$ cat src/rtl/vga_timing_gen.sv
// -----------------------------------------------------------------------------
// vga_timing_gen
//
// Parametrised raster timing generator. Free-running h/v counters feed a
// two-stage pipeline: stage 1 publishes the pixel coordinate being requested
// from the colour source, and stage 2 registers that source's answer together
// with sync and display enable, so colour, sync and de leave aligned.
// All state advances only on pix_ce, so the block can run from a fast clock
// behind a dot-clock divider.
//
// Line order (and frame order) is sync, back porch, visible, front porch;
// the counters are 0 at the first sync pixel / sync line.
//
// Optional feature: define VGA_TEST_PATTERN_EN to add a test_mode input that
// replaces the colour inputs with eight vertical colour bars.
//
// Ports:
//   clk, rst            clock, asynchronous active-high reset
//   pix_ce              pixel tick enable
//   test_mode           (VGA_TEST_PATTERN_EN only) select colour bars
//   red_in/green_in/
//   blue_in             colour for the current req_x/req_y
//   req_de, req_x,
//   req_y               stage-1 request (coordinate valid, column, row)
//   hsync, vsync, de    stage-2 sync and display enable
//   red/green/blue      stage-2 colour, zero outside the visible area
//   line_start          one-clk pulse when stage 2 loads h=0
//   frame_start         one-clk pulse when stage 2 loads h=0, v=0
// -----------------------------------------------------------------------------
module vga_timing_gen #(
  parameter int H_VISIBLE = 640,
  parameter int H_FRONT   = 16,
  parameter int H_SYNC    = 96,
  parameter int H_BACK    = 48,
  parameter int V_VISIBLE = 480,
  parameter int V_FRONT   = 10,
  parameter int V_SYNC    = 2,
  parameter int V_BACK    = 33,
  parameter bit HSYNC_POL = 1'b0,
  parameter bit VSYNC_POL = 1'b0,
  parameter int CNT_W     = 12,
  parameter int COLOR_W   = 8
) (
  input  logic               clk,
  input  logic               rst,
  input  logic               pix_ce,
`ifdef VGA_TEST_PATTERN_EN
  input  logic               test_mode,
`endif
  input  logic [COLOR_W-1:0] red_in,
  input  logic [COLOR_W-1:0] green_in,
  input  logic [COLOR_W-1:0] blue_in,
  output logic               req_de,
  output logic [CNT_W-1:0]   req_x,
  output logic [CNT_W-1:0]   req_y,
  output logic               hsync,
  output logic               vsync,
  output logic               de,
  output logic [COLOR_W-1:0] red,
  output logic [COLOR_W-1:0] green,
  output logic [COLOR_W-1:0] blue,
  output logic               line_start,
  output logic               frame_start
);

  localparam int H_TOTAL = H_SYNC + H_BACK + H_VISIBLE + H_FRONT;
  localparam int V_TOTAL = V_SYNC + V_BACK + V_VISIBLE + V_FRONT;

  localparam logic [CNT_W-1:0] H_LAST      = CNT_W'(H_TOTAL - 1);
  localparam logic [CNT_W-1:0] V_LAST      = CNT_W'(V_TOTAL - 1);
  localparam logic [CNT_W-1:0] H_SYNC_LEN  = CNT_W'(H_SYNC);
  localparam logic [CNT_W-1:0] V_SYNC_LEN  = CNT_W'(V_SYNC);
  localparam logic [CNT_W-1:0] H_ACT_START = CNT_W'(H_SYNC + H_BACK);
  localparam logic [CNT_W-1:0] V_ACT_START = CNT_W'(V_SYNC + V_BACK);
  localparam logic [CNT_W-1:0] H_ACT_END   = CNT_W'(H_SYNC + H_BACK + H_VISIBLE - 1);
  localparam logic [CNT_W-1:0] V_ACT_END   = CNT_W'(V_SYNC + V_BACK + V_VISIBLE - 1);

  // Elaboration-time sanity checks on the mode parameters.
  if (H_TOTAL >= (2 ** CNT_W) || V_TOTAL >= (2 ** CNT_W)) begin : g_bad_total
    $error("vga_timing_gen: H_TOTAL or V_TOTAL does not fit in CNT_W bits");
  end
  if (H_VISIBLE == 0 || H_FRONT == 0 || H_SYNC == 0 || H_BACK == 0 ||
      V_VISIBLE == 0 || V_FRONT == 0 || V_SYNC == 0 || V_BACK == 0) begin : g_bad_zero
    $error("vga_timing_gen: timing parameters must be non-zero");
  end

  logic [CNT_W-1:0] h_cnt, v_cnt;
  logic             h_vis, v_vis;
  logic             hsync_a, vsync_a, h0_s1, v0_s1;
  logic [COLOR_W-1:0] r_src, g_src, b_src;

  // Raster counters: h wraps after exactly H_TOTAL ticks, v steps on each h wrap.
  always_ff @(posedge clk or posedge rst) begin
    if (rst) begin
      h_cnt <= '0;
      v_cnt <= '0;
    end else if (pix_ce) begin
      if (h_cnt == H_LAST) begin
        h_cnt <= '0;
        if (v_cnt == V_LAST) v_cnt <= '0;
        else                 v_cnt <= v_cnt + CNT_W'(1);
      end else begin
        h_cnt <= h_cnt + CNT_W'(1);
      end
    end
  end

  assign h_vis = (h_cnt >= H_ACT_START) && (h_cnt <= H_ACT_END);
  assign v_vis = (v_cnt >= V_ACT_START) && (v_cnt <= V_ACT_END);

  // Stage 1: decode the counters into the coordinate request and raw sync flags.
  always_ff @(posedge clk or posedge rst) begin
    if (rst) begin
      req_de  <= 1'b0;
      req_x   <= '0;
      req_y   <= '0;
      hsync_a <= 1'b0;
      vsync_a <= 1'b0;
      h0_s1   <= 1'b0;
      v0_s1   <= 1'b0;
    end else if (pix_ce) begin
      req_de  <= h_vis && v_vis;
      req_x   <= h_vis ? (h_cnt - H_ACT_START) : '0;
      req_y   <= v_vis ? (v_cnt - V_ACT_START) : '0;
      hsync_a <= (h_cnt < H_SYNC_LEN);
      vsync_a <= (v_cnt < V_SYNC_LEN);
      h0_s1   <= (h_cnt == '0);
      v0_s1   <= (v_cnt == '0);
    end
  end

`ifdef VGA_TEST_PATTERN_EN
  localparam int BAR_W_I = (H_VISIBLE / 8 > 0) ? (H_VISIBLE / 8) : 1;
  localparam logic [CNT_W-1:0] BAR_LAST = CNT_W'(BAR_W_I - 1);

  logic [CNT_W-1:0] bar_px;
  logic [2:0]       bar_idx;

  // Bar tracker runs in step with req_x: restarts on the first visible pixel
  // and steps the bar index every BAR_W pixels, so no divider is needed.
  // The index saturates at the last bar when H_VISIBLE is not a multiple of 8.
  always_ff @(posedge clk or posedge rst) begin
    if (rst) begin
      bar_px  <= '0;
      bar_idx <= '0;
    end else if (pix_ce) begin
      if (h_cnt == H_ACT_START) begin
        bar_px  <= '0;
        bar_idx <= '0;
      end else if (h_vis) begin
        if (bar_px == BAR_LAST) begin
          bar_px <= '0;
          if (bar_idx != 3'd7) bar_idx <= bar_idx + 3'd1;
        end else begin
          bar_px <= bar_px + CNT_W'(1);
        end
      end
    end
  end

  // Bar order white, yellow, cyan, green, magenta, red, blue, black maps onto
  // the index bits: red = ~idx[1], green = ~idx[2], blue = ~idx[0].
  always_comb begin
    r_src = red_in;
    g_src = green_in;
    b_src = blue_in;
    if (test_mode) begin
      r_src = {COLOR_W{~bar_idx[1]}};
      g_src = {COLOR_W{~bar_idx[2]}};
      b_src = {COLOR_W{~bar_idx[0]}};
    end
  end
`else
  assign r_src = red_in;
  assign g_src = green_in;
  assign b_src = blue_in;
`endif

  // Stage 2: polarity-corrected sync, display enable and blanked colour.
  // The start pulses are evaluated every clk so they drop on non-tick clocks.
  always_ff @(posedge clk or posedge rst) begin
    if (rst) begin
      hsync       <= ~HSYNC_POL;
      vsync       <= ~VSYNC_POL;
      de          <= 1'b0;
      red         <= '0;
      green       <= '0;
      blue        <= '0;
      line_start  <= 1'b0;
      frame_start <= 1'b0;
    end else begin
      line_start  <= pix_ce && h0_s1;
      frame_start <= pix_ce && h0_s1 && v0_s1;
      if (pix_ce) begin
        hsync <= ~(hsync_a ^ HSYNC_POL);
        vsync <= ~(vsync_a ^ VSYNC_POL);
        de    <= req_de;
        red   <= req_de ? r_src : '0;
        green <= req_de ? g_src : '0;
        blue  <= req_de ? b_src : '0;
      end
    end
  end

endmodule
$ cat config.mk
export PLATFORM = sky130hd
export DESIGN_NAME = vga_timing_gen
export DESIGN_NICKNAME = d
export VERILOG_FILES = /design/src/rtl/vga_timing_gen.sv
export SDC_FILE = /design/constraint.sdc
export NUM_CORES = 1
export LEC_CHECK = 0
export BUFFER_PORTS_ARGS = -buffer_cell sky130_fd_sc_hd__clkbuf_2
export CORE_ASPECT_RATIO = 1.2
export CORE_MARGIN = 1.5
export CORE_UTILIZATION = 54
export CTS_CLUSTER_DIAMETER = 120
export DETAILED_ROUTE_END_ITERATION = 6
export PLACE_DENSITY = 0.87
export SLEW_MARGIN = 20
export SYNTH_ARGS = -nofsm -noshare
export SYNTH_HDL_FRONTEND = slang
export SYNTH_SLANG_ARGS = --single-unit
$ cat constraint.sdc
create_clock -name clk -period 3 [get_ports clk]
set_clock_uncertainty 0.1 [all_clocks]
set_input_delay 0.3 -clock clk [delete_from_list [all_inputs] [get_ports clk]]
set_output_delay 0.3 -clock clk [all_outputs]
set_load 0.02 [all_outputs]
==> flow_metrics.env <==
export IMPL_outcome="complete, no violations"
export IMPL_yosys_register_bits=82
export IMPL_internal_power_w=0.00176
export IMPL_drtIter0Drc=258
export IMPL_dieArea_sq_mm=0.00761
export IMPL_vias_per_cell=5.86
export IMPL_relSlewSlack_pct=40.2
export IMPL_number_of_antenna_violations_at_the_first_check_in_global_routing=0
export IMPL_cts_htree_levels=3
export IMPL_synth_seq_area_share_pct=53.6
export IMPL_worstPathMaxFanout=7
export IMPL_max_clock_path_buffers=2
export IMPL_synthDominantAreaCellType="sky130_fd_sc_hd__dfrtp_1"
export IMPL_synth_top_area_share_pct=52.2
export IMPL_worstPathRequired_ns=3.14
export IMPL_power_share_clock_pct=33.4
export IMPL_holdCritPathClass="in2reg"
export IMPL_worst_setup_path_type="reg2reg"
export IMPL_maximum_number_of_pins_on_one_net_before_global_route_repair=64
export IMPL_post_route_period_util_pct=77.1
export IMPL_minimum_clock_period_ns=2.31
export IMPL_endpoint_kind="flop"
export IMPL_pre_cts_slack_ns=0.715
export IMPL_area_delta_synth_final_pct=17.1
export IMPL_drtAntennaViolNets=0
export IMPL_hold_viol_final=0
export IMPL_routed_wl_microns=8720
export IMPL_syn_avg_cell_area_sq_um=11.4
export IMPL_dp_hpwl_microns=6010
export IMPL_post_route_cells_drive_above_1_share_pct=29.0
export IMPL_dr_total_vias=2934
export IMPL_synthDistinctLibCells=49
export IMPL_grt_setup_unrepaired="false"
export IMPL_routedWlPerCell_microns=17.4
export IMPL_global_route_peak_usage_layer="met2"
export IMPL_die_x_microns=79.9
export IMPL_cts_sinks=82
export IMPL_cts_tree="yes"
export IMPL_most_used_flip_flop_cell_after_synthesis="sky130_fd_sc_hd__dfrtp_1"
export IMPL_post_dp_cell_area_sq_mm=0.00427
export IMPL_gr_usage_met1_pct=29.6
export IMPL_fp_row_count=33
export IMPL_gr_usage_met2_pct=40.5
export IMPL_cts_buffers_inserted=9
export IMPL_ir_drop_uv=490
export IMPL_post_cts_setup_buffer_count=0
export IMPL_share_of_power_burned_in_registers_pct=49.9
export IMPL_synth_warning_count=0
export IMPL_dieHeight_microns=95.3
export IMPL_static_leakage_power_nw=2.24
export IMPL_drc=0
export IMPL_post_synth_main_area_contributors="sky130_fd_sc_hd__dfrtp_1 52%, sky130_fd_sc_hd__a22o_1 5.9%, sky130_fd_sc_hd__xnor2_1 4.6%, sky130_fd_sc_hd__o2bb2ai_2 3.9%, sky130_fd_sc_hd__ha_1 2.9%"
export IMPL_p_switching_w=0.000753
export IMPL_p_per_area_mw_per_mm2=561
export IMPL_synth_edff_count=0
export IMPL_worstSetupStartpointType="flop"
export IMPL_detailedRoute_firstPassIterationCount=4
export IMPL_maxCapViolCount=0
export IMPL_worst_slew_pin_slew_ns=0.897
export IMPL_maximum_frequency_from_static_timing_analysis_mhz=432
export IMPL_nets=445
export IMPL_final_max_slew_violation_count=0
export IMPL_port_buffers=80
export IMPL_layout_cell_area_non_filler_sq_mm=0.00449
export IMPL_root_buffer="sky130_fd_sc_hd__clkbuf_8"
export IMPL_finalSetupViolations=0
export IMPL_clock_insertion_delay_worst_skew_ns=0.36
export IMPL_cts_clk_slew_worst_paths_ns=0.09
export IMPL_total_congestion_overflow_after_global_routing=0
export IMPL_timing_setup_tns_ns=0
export IMPL_final_hold_worst_slack_ns=0.0431
export IMPL_setup_ws_ns=0.686
export IMPL_antenna_diode_count=0
export IMPL_synth_cells=337
export IMPL_grt_use_met3_pct=4.88
export IMPL_post_layout_total_power_w=0.00252
export IMPL_worst_endpoint_arrival_ns=2.45
export IMPL_num_io_pins=81
export IMPL_synth_nets=373
export IMPL_synth_area_sq_mm=0.00383
export IMPL_core_area_sq_mm=0.00685
export IMPL_swShare_pct=29.9
export IMPL_finalWeightedCongestion=0.901
export IMPL_grt_pass1_wl_microns=14000
export IMPL_combinationalPowerShare_pct=16.7
export IMPL_track_usage_pct=23.9
export IMPL_synth_async_reset_ratio_pct=100
export IMPL_initial_standard_cell_utilization_of_the_core_pct=55.9
export IMPL_first_global_vias=2879
sequential cells by signal (all words and copies together) (netlist names), 8 cells and up:
signal	cells
red	8
green	8
v_cnt	12
blue	8
h_cnt	12
req_x	12
req_y	12
synth_stat cells, drive strengths merged, types with 7 or more instances:
cell type	count
dfrtp	80
a22o	26
nand2	25
xnor2	20
o2bb2ai	19
clkbuf	16
nor2	16
inv	15
buf	11
nand4	11
a21oi	9
ha	9
o21ai	8
xor2	7
per-stage QoR:
stage | util [%] | instances
4_1_cts | 65.5 | 501
3_5_place_dp | 62.2 | 484
2_1_floorplan | - | 337
3_3_place_gp | 62.2 | 484
6_report | 65.5 | 501
5_1_grt | 65.5 | 501
layer usage:
metal / up-vias / part of all wire, %
li1: 1356 / -
met1: 1452 / 41
met2: 104 / 53
met3: 22 / 4.3
met4: 0 / 2.2
met5: - / 0
path summary, 6_finish.rpt:
path,startpoint,end,slack [ns],cells after the start
max,h_cnt[5]$_DFFE_PP0P_,v_cnt[2]$_DFFE_PP0P_,0.69,7
max in group asynchronous,rst,vsync$_DFFE_PP1P_,1.65,4
max reg2reg,h_cnt[5]$_DFFE_PP0P_,v_cnt[2]$_DFFE_PP0P_,0.69,7
min in group asynchronous,rst,red[2]$_DFFE_PP0P_,0.38,3
min reg2reg,vsync_a$_DFFE_PP0P_,vsync$_DFFE_PP1P_,0.33,1
min,red_in[0],red[0]$_DFFE_PP0P_,0.04,2
what timing repair did:
action | 4_1_cts | 5_1_grt
endpoints found under the hold margin | 28 | 0
gates resized for setup | 0 | 0
endpoints found under the setup margin | 0 | 0
hold buffers | 1 | 0
placed cells by master (no fill, tap or decap), drive strengths merged, types with 2 or more instances in the layout:
cell type / netlist / final
a21boi: 2 / 2
a21o: 2 / 2
a21oi: 9 / 9
a22o: 26 / 26
a31oi: 4 / 4
a41o: 2 / 2
and2: 4 / 4
and3: 4 / 4
and4: 3 / 3
buf: 11 / 7
clkbuf: 16 / 92
clkinv: 0 / 2
dfrtp: 80 / 80
dfstp: 2 / 2
ha: 9 / 9
inv: 15 / 16
mux2i: 4 / 4
nand2: 25 / 25
nand3: 5 / 5
nand4: 11 / 11
nor2: 16 / 16
nor2b: 2 / 2
nor3: 6 / 6
nor3b: 2 / 2
nor4: 4 / 4
o21ai: 8 / 8
o2bb2ai: 19 / 19
o31ai: 4 / 4
or3: 4 / 4
xnor2: 20 / 20
xor2: 7 / 7
critical path, cell delays in order, from the launching register on:
cell	delay, ns
sky130_fd_sc_hd__dfrtp_1	0.43
sky130_fd_sc_hd__inv_1	0.13
sky130_fd_sc_hd__ha_1	0.19
sky130_fd_sc_hd__or3b_1	0.42
sky130_fd_sc_hd__nor4_2	0.37
sky130_fd_sc_hd__buf_4	0.23
sky130_fd_sc_hd__a21boi_0	0.21
sky130_fd_sc_hd__mux2i_1	0.10
power by group through the flow:
stage                     sequential, W  combinational, W  clock, W
after global placement          0.00127          0.000387         0
final                           0.00126          0.000421  0.000841
after global routing            0.00127          0.000464  0.000907
after CTS                       0.00125          0.000421  0.000855
after detailed placement        0.00127          0.000410         0
after floorplan                 0.00124          0.000327         0
final cells by class:
type | count | area [sq um]
clock buffers | 12 | 155
clock inverters | 4 | 56.3
fillers | 516 | 2370
inverters | 15 | 57.6
multi-input cells | 213 | 1590
flip-flops and latches | 82 | 2050
well taps | 87 | 109
repair buffers | 88 | 463
cells by family after synthesis:
family | synth area share (%)
buffers and inverters | 4.86
AOI/OAI and AO/OA | 18.5
muxes | 1.04
and+or+nand+nor | 12.9
DFF | 53.6
adders and majority gates | 2.94
xor gates and xnor gates | 6.17
No activity file was read; power rests on OpenSTA's default activity.
